$ cat config.mk
export PLATFORM = sky130hd
export DESIGN_NAME = lfsr_gen_flat
export DESIGN_NICKNAME = d
export VERILOG_FILES = /design/src/rtl/lfsr_gen_if.sv /design/src/rtl/lfsr_gen.sv /design/src/flat_wrapper.sv
export SDC_FILE = /design/constraint.sdc
export NUM_CORES = 1
export LEC_CHECK = 0
export BUFFER_PORTS_ARGS = -buffer_cell sky130_fd_sc_hd__buf_2
export CORE_MARGIN = 4
export CORE_UTILIZATION = 40
export DETAILED_ROUTE_END_ITERATION = 6
export SYNTH_ARGS = -nofsm -noshare
export SYNTH_HDL_FRONTEND = slang
export SYNTH_SLANG_ARGS = --single-unit
$ cat constraint.sdc
create_clock -name clk -period 2.2 [get_ports clk]
set_input_delay 0.11 -clock clk [delete_from_list [all_inputs] [get_ports clk]]
set_output_delay 0.11 -clock clk [all_outputs]
set_load 0.02 [all_outputs]
$ cat src/rtl/lfsr_gen_if.sv
// Control and status bundle for the lfsr_gen pseudo-random generator.
// The master drives step/load/mode; the slave returns state and period telemetry.
interface lfsr_gen_if #(
  parameter int WIDTH = 8
);
  logic             en;
  logic             load;
  logic [WIDTH-1:0] seed_in;
  logic             mode;
  logic [WIDTH-1:0] out;
  logic             wrap;
  logic [WIDTH-1:0] period;
  logic             period_vld;
  logic             zero_err;

  modport master (
    output en, load, seed_in, mode,
    input  out, wrap, period, period_vld, zero_err
  );

  modport slave (
    input  en, load, seed_in, mode,
    output out, wrap, period, period_vld, zero_err
  );
endinterface

$ cat src/rtl/lfsr_gen.sv
// WIDTH-bit LFSR with runtime Galois/Fibonacci selection, seed load with zero
// substitution, and period measurement against a re-settable anchor state.
module lfsr_gen #(
  parameter int               WIDTH    = 8,
  parameter logic [WIDTH-1:0] GAL_TAPS = WIDTH'(8'h1D),
  parameter logic [WIDTH-1:0] FIB_TAPS = WIDTH'(8'hB8),
  parameter logic [WIDTH-1:0] SEED     = WIDTH'(8'hBD)
) (
  input logic       clk,
  input logic       rst_n,
  lfsr_gen_if.slave bus
);

  logic [WIDTH-1:0] out_q,    out_d;
  logic [WIDTH-1:0] anchor_q, anchor_d;
  logic [WIDTH-1:0] cnt_q,    cnt_d;
  logic [WIDTH-1:0] period_q, period_d;
  logic             period_vld_q, period_vld_d;
  logic             wrap_q,   wrap_d;
  logic             zero_err_q, zero_err_d;
  logic             mode_q,   mode_d;

  logic [WIDTH-1:0] gal_nxt;
  logic [WIDTH-1:0] fib_nxt;
  logic [WIDTH-1:0] nxt;
  logic [WIDTH-1:0] seed_eff;

  // Galois: MSB feeds bit 0 and is XORed into every tapped position on the shift.
  assign gal_nxt[0] = out_q[WIDTH-1];
  for (genvar i = 1; i < WIDTH; i++) begin : g_gal
    assign gal_nxt[i] = out_q[i-1] ^ (GAL_TAPS[i] & out_q[WIDTH-1]);
  end

  assign fib_nxt  = {out_q[WIDTH-2:0], ^(out_q & FIB_TAPS)};
  assign nxt      = mode_q ? fib_nxt : gal_nxt;
  assign seed_eff = (bus.seed_in != '0) ? bus.seed_in : SEED;

  always_comb begin
    out_d        = out_q;
    anchor_d     = anchor_q;
    cnt_d        = cnt_q;
    period_d     = period_q;
    period_vld_d = period_vld_q;
    wrap_d       = 1'b0;
    zero_err_d   = 1'b0;
    mode_d       = mode_q;

    if (bus.load) begin
      out_d        = seed_eff;
      anchor_d     = seed_eff;
      cnt_d        = '0;
      period_vld_d = 1'b0;
      zero_err_d   = (bus.seed_in == '0);
    end else if (bus.mode != mode_q) begin
      // Switching feedback starts a new sequence from wherever we are now.
      mode_d       = bus.mode;
      anchor_d     = out_q;
      cnt_d        = '0;
      period_vld_d = 1'b0;
    end else if (bus.en) begin
      out_d = nxt;
      if (nxt == anchor_q) begin
        wrap_d       = 1'b1;
        period_d     = cnt_q + WIDTH'(1);
        period_vld_d = 1'b1;
        cnt_d        = '0;
      end else begin
        cnt_d = cnt_q + WIDTH'(1);
      end
    end
  end

  always_ff @(posedge clk or negedge rst_n) begin
    if (!rst_n) begin
      out_q        <= SEED;
      anchor_q     <= SEED;
      cnt_q        <= '0;
      period_q     <= '0;
      period_vld_q <= 1'b0;
      wrap_q       <= 1'b0;
      zero_err_q   <= 1'b0;
      mode_q       <= 1'b0;
    end else begin
      out_q        <= out_d;
      anchor_q     <= anchor_d;
      cnt_q        <= cnt_d;
      period_q     <= period_d;
      period_vld_q <= period_vld_d;
      wrap_q       <= wrap_d;
      zero_err_q   <= zero_err_d;
      mode_q       <= mode_d;
    end
  end

  assign bus.out        = out_q;
  assign bus.wrap       = wrap_q;
  assign bus.period     = period_q;
  assign bus.period_vld = period_vld_q;
  assign bus.zero_err   = zero_err_q;

endmodule

$ cat src/flat_wrapper.sv
// flat-port wrapper written by rule: the top's interface ports become plain ports
module lfsr_gen_flat 
#(
  parameter int               WIDTH    = 8,
  parameter logic [WIDTH-1:0] GAL_TAPS = WIDTH'(8'h1D),
  parameter logic [WIDTH-1:0] FIB_TAPS = WIDTH'(8'hB8),
  parameter logic [WIDTH-1:0] SEED     = WIDTH'(8'hBD)
)
  (clk, rst_n, bus_en, bus_load, bus_seed_in, bus_mode, bus_out, bus_wrap, bus_period, bus_period_vld, bus_zero_err);
  lfsr_gen_if #(.WIDTH(WIDTH)) bus_i ();
  input logic clk;
  input logic rst_n;
  input wire logic [$bits(bus_i.en)-1:0] bus_en;
  input wire logic [$bits(bus_i.load)-1:0] bus_load;
  input wire logic [$bits(bus_i.seed_in)-1:0] bus_seed_in;
  input wire logic [$bits(bus_i.mode)-1:0] bus_mode;
  output wire logic [$bits(bus_i.out)-1:0] bus_out;
  output wire logic [$bits(bus_i.wrap)-1:0] bus_wrap;
  output wire logic [$bits(bus_i.period)-1:0] bus_period;
  output wire logic [$bits(bus_i.period_vld)-1:0] bus_period_vld;
  output wire logic [$bits(bus_i.zero_err)-1:0] bus_zero_err;
  assign bus_i.en = bus_en;
  assign bus_i.load = bus_load;
  assign bus_i.seed_in = bus_seed_in;
  assign bus_i.mode = bus_mode;
  assign bus_out = bus_i.out;
  assign bus_wrap = bus_i.wrap;
  assign bus_period = bus_i.period;
  assign bus_period_vld = bus_i.period_vld;
  assign bus_zero_err = bus_i.zero_err;
  lfsr_gen #(.WIDTH(WIDTH), .GAL_TAPS(GAL_TAPS), .FIB_TAPS(FIB_TAPS), .SEED(SEED)) u_core (.clk(clk), .rst_n(rst_n), .bus(bus_i));
endmodule
=== After elaboration in Yosys (flattened, before gate mapping) ===
Index checks and enable logic that the tools add are counted.
W data, S select, Z words.

* Reductions and logical operators: 11
* Add/sub/neg operators: 1
* Bitwise operators: 5
* Eq/ne operators: 3
* Muxes and demuxes: 20

{| class="wikitable"
|+ Operators with widths
! cell !! number
|-
| $mux W8 || 10
|-
| $mux W1 || 9
|-
| $add A8 B1 Y8 const B || 1
|-
| $eq A8 B8 Y1 || 1
|-
| $logic_not A8 Y1 || 1
|-
| $reduce_bool A8 Y1 || 1
|-
| $reduce_xor A8 Y1 || 1
|-
| $reduce_and A2 Y1 || 3
|-
| $reduce_bool A3 Y1 || 2
|-
| $mux W5 || 1
|-
| $reduce_and A4 Y1 || 1
|-
| $reduce_bool A2 Y1 || 2
|-
| $xor A1 B1 Y1 || 3
|-
| $ne A2 B2 Y1 const B || 1
|-
| $not A1 Y1 || 2
|-
| $ne A1 B1 Y1 || 1
|}

* Flip-flop bits (word level): 36
* Input bits: 13
* Output and inout port bits: 19

=== Logic depth before layout (Yosys ltp) ===
* Word-level depth: 7
* Depth in mapped cells: 6
* Depth with buffers taken out: 6

=== Least setup slack after synthesis ===
Ideal clock, no wire load.

* Kind: register -> register
* Start: register u_core.out_q[5] (netlist: u_core.bus.out[5])
* End: register u_core.period_q[1] (netlist: u_core.bus.period[1])
* Stages on the path, launching flop included: 6
* Period minus slack after synthesis: 2,097 ps
* Data arrival time: 1,972 ps
* Slack: 103 ps
* Library setup time: 125 ps
* Cell sequence: dfstp_2 > xnor3_1 > nor2b_2 > xnor3_1 > nand4_4 > mux2_2

* Cells in the longest elaborated chain, start to end: 4

{| class="wikitable"
|+ RTL lines
! what !! RTL line !! source
|-
| from (decl) || lfsr_gen.sv:14 || <nowiki>logic [WIDTH-1:0] out_q, out_d;</nowiki>
|-
| from (signal assigned) || lfsr_gen.sv:84 || <nowiki>out_q <= out_d;</nowiki>
|-
| $reduce_xor A8 Y1 || lfsr_gen.sv:34 || <nowiki>assign fib_nxt = {out_q[WIDTH-2:0], ^(out_q & FIB_TAPS)};</nowiki>
|-
| $mux W5 || lfsr_gen.sv:35 || <nowiki>assign nxt = mode_q ? fib_nxt : gal_nxt;</nowiki>
|-
| $eq A8 B8 Y1 (*) || lfsr_gen.sv:62 || <nowiki>if (nxt == anchor_q) begin</nowiki>
|-
| $reduce_and A4 Y1 (no source line) (*) || - ||
|-
| to (signal assigned) || lfsr_gen.sv:87 || <nowiki>period_q <= period_d;</nowiki>
|-
| to (decl) || lfsr_gen.sv:17 || <nowiki>logic [WIDTH-1:0] period_q, period_d;</nowiki>
|}

Mark *: on every way between the ends. The rest lies on a longest branch, timed or not.
A chain may end at the register's enable or synchronous reset.

=== Final worst setup path ===
* Start: register u_core.out_q[4] (netlist: u_core.bus.out[4])
* End: register u_core.period_q[3] (netlist: u_core.bus.period[3])

The elaborated chain is that of the path after synthesis.

==> summary.md <==
| Metric | Value |
|---|---|
| Outcome | completed |
| Syn_nets | 198 |
| First-pass GRT wire length | 7.29 mm |
| Final #Nets | 235 |
| Vias in the first global route | 1503 |
| Period utilization | 0.949 |
| Core box area | 0.00469 sq mm |
| Critical path capture point type | register |
| First-pass detailed-route iteration total | 4 |
| Worst path required time | 2.38 ns |
| Routed vias | 1461 |
| Kind of critical path | register to register |
| Yosys reg bits | 36 |
| Max FO, Critical Path | 9 |
| Detail Route Antenna Nets | 0 |
| Syn-to-layout area delta | 16.9% |
| Worst VDD drop | 0.400 mV |
| Yosys cell types | 38 |
| Main flop type after synthesis | dfrtp_1 |
| Clock slew seen by the registers of the worst setup and hold paths | 0.07 ns |
| Post-DP HPWL | 2.98 mm |
| Max Clk Rate | 479 MHz |
| Dpl cells | 267 |
| Slew @ Worst Pin | 0.820 ns |
| Max-Cap Viols | 0 |
| Yosys warnings | 0 |
| Initial core utilization | 0.413 |
| All-Layer GR Usage | 0.153 |
| Unrepaired setup endpoints after global routing | no |
| Layout Cells excl Fill | 276 |
| Ant. Diodes | 0 |
| Syn Inst Count | 184 |
| CTS Sinks | 36 |
| Hold crit path type | primary input to register |
| Routed WL | 4.23 mm |
| Layout cells sized above 1 | 0.306 |
| Die area | 0.00602 sq mm |
| Mapped cell area | 0.00194 sq mm |
| Site row count | 25 |
| CTS Buf Count | 5 |
| Post-synth EDFFs | 0 |
| Largest net degree at the start of global routing | 37 |
| Leakage Power | 1.12 nW |
| Antenna violations before repair | 0 |
| Minimum clock period | 2.09 ns |
| Avg WL per Cell | 15.3 um |
| Root Buffer | clkbuf_8 |
| P per Cell Area | 770 mW/mm^2 |
| Core Util, Final | 0.482 |
| Most frequent cells in the layout | buf_2 (31), dfrtp_1 (24), o21ai_0 (21) |
| DR iter-0 viols | 84 |
| Post-CTS setup buffer count | 0 |
| Avg Vias per Cell | 5.29 |
| Final clock skew | 0.00873 ns |
| Most common cell after layout, fill and taps aside | buf_2 |
| Max H-tree Level | 2 |
| Seq/Total Area, Yosys | 0.473 |
| Final setup fails | 0 |
| Placer Congestion | 0.781 |
| Tot Pwr | 1.74 mW |
| Overflow after GRT | 0 |
| TritonCTS clock tree | yes |
| Setup WS post-layout | 0.113 ns |
| Worst-Skew Late Latency | 0.29 ns |
| Final Slew Violations | 0 |
| Die Wd | 77.6 um |
| Worst slack, placed | 0.112 ns |
| I/O Pins | 32 |
| DRC viols | 0 |
| Hold Path Cell Cnt | 3 |
| Async SR Flop Fraction | 1.00 |
| Hold Fails Final Rpt | 0 |
| Syn avg cell area | 10.5 sq um |
| Buffers on Ports | 31 |
| Post-CTS sizing | 0 |
| Slew Limit Headroom | 0.453 |
| Worst reg2reg path depth | 5 |
| Worst EP arrival | 2.26 ns |
| Longest Clk Path Bufs | 2 |
| Die Ht | 77.6 um |
| Total Neg Setup Slack | 0 ns |
| Crit path launch type | register |
[area by class of cell]
cell class,count,area [sq um]
Tap cell,54,67.6
Inverter,3,11.3
Timing Repair Buffer,38,210
Fill cell,437,2430
Multi-Input combinational cell,137,977
Sequential cell,36,916
Clock inverter,1,5.00
Clock buffer,7,76.3
[power breakdown]
part           internal, mW  total (mW)  leakage (nW)  switching, mW
clock network         0.222       0.455        0.0422          0.233
logic                 0.211       0.457         0.629          0.246
registers             0.754       0.831         0.444         0.0765
[routing by layer]
metal | share of wire | vias up | GRT usage
met4 | 0.015 | 0 | 0.0552
met2 | 0.47 | 36 | 0.240
li1 | - | 719 | -
met1 | 0.48 | 699 | 0.210
met5 | 0 | - | 0
met3 | 0.039 | 7 | 0.0278
[state kept, by name, summed over array words and instances (netlist names)]
| signal | cells |
|---|---|
| u_core.bus.out | 8 |
| u_core.cnt_q | 8 |
| u_core.mode_q | 1 |
| u_core.bus.period | 8 |
| u_core.bus.zero_err | 1 |
| u_core.anchor_q | 8 |
| u_core.bus.wrap | 1 |
| u_core.bus.period_vld | 1 |
[cell families after synthesis]
family | synth area share
buf+inv | 0.0220
compound gates | 0.120
xor+xnor | 0.126
fa+ha+maj | 0.00646
flops | 0.473
simple gates | 0.175
mux | 0.0776
[synthesized netlist by cell type (all sizes together) (3+ instances only)]
library cell	n	area, sq um
dfrtp	24	601
o21ai	21	105
nor2	16	60.1
xor2	13	114
dfstp	12	315
a21oi	8	40.0
mux2	8	90.1
and3	7	48.8
clkbuf	7	26.3
xnor2	7	61.3
mux2i	6	60.1
nand2	6	22.5
nand3	6	30.0
nand2b	5	31.3
nor3	5	25.0
a211oi	3	22.5
inv	3	11.3
nand3b	3	22.5
nor4	3	33.8
o22ai	3	18.8
[worst paths after layout]
| check | startpoint | end | slack, ns |
|---|---|---|---|
| min in group asynchronous | rst_n | u_core.bus.period[6]$_DFFE_PN0P_ | 0.46 |
| worst max register to register | u_core.bus.out[4]$_DFFE_PN1P_ | u_core.bus.period[3]$_DFFE_PN0P_ | 0.11 |
| worst min register to register | u_core.bus.period_vld$_DFFE_PN0P_ | u_core.bus.period_vld$_DFFE_PN0P_ | 0.50 |
| worst max-delay path | u_core.bus.out[4]$_DFFE_PN1P_ | u_core.bus.period[3]$_DFFE_PN0P_ | 0.11 |
| worst min-delay path | bus_seed_in[6] | u_core.anchor_q[6]$_DFFE_PN0N_ | 0.09 |
| max in group asynchronous | rst_n | u_core.anchor_q[6]$_DFFE_PN0N_ | 1.22 |
[worst max-delay path: stages (launching register included)]
cell	delay, ns
dfstp_2	0.59
xnor3_1	0.35
nor2b_2	0.17
xnor3_1	0.31
nand4_4	0.20
mux2_2	0.36
[metrics by stage]
step / instance area (sq um) / hold WS (ns)
4_1_cts: 2260 / 0.0803
5_1_grt: 2260 / 0.102
6_report: 2260 / 0.0865
3_3_place_gp: 2170 / 0.256
2_1_floorplan: 1940 / -0.186
3_5_place_dp: 2170 / 0.253
[timing repair]
action / CTS / global route
setup endpoints to repair: 0 / 0
hold buffers: 1 / 0
endpoints found under the hold margin: 24 / 0
(Power assumes the default switching activity.)
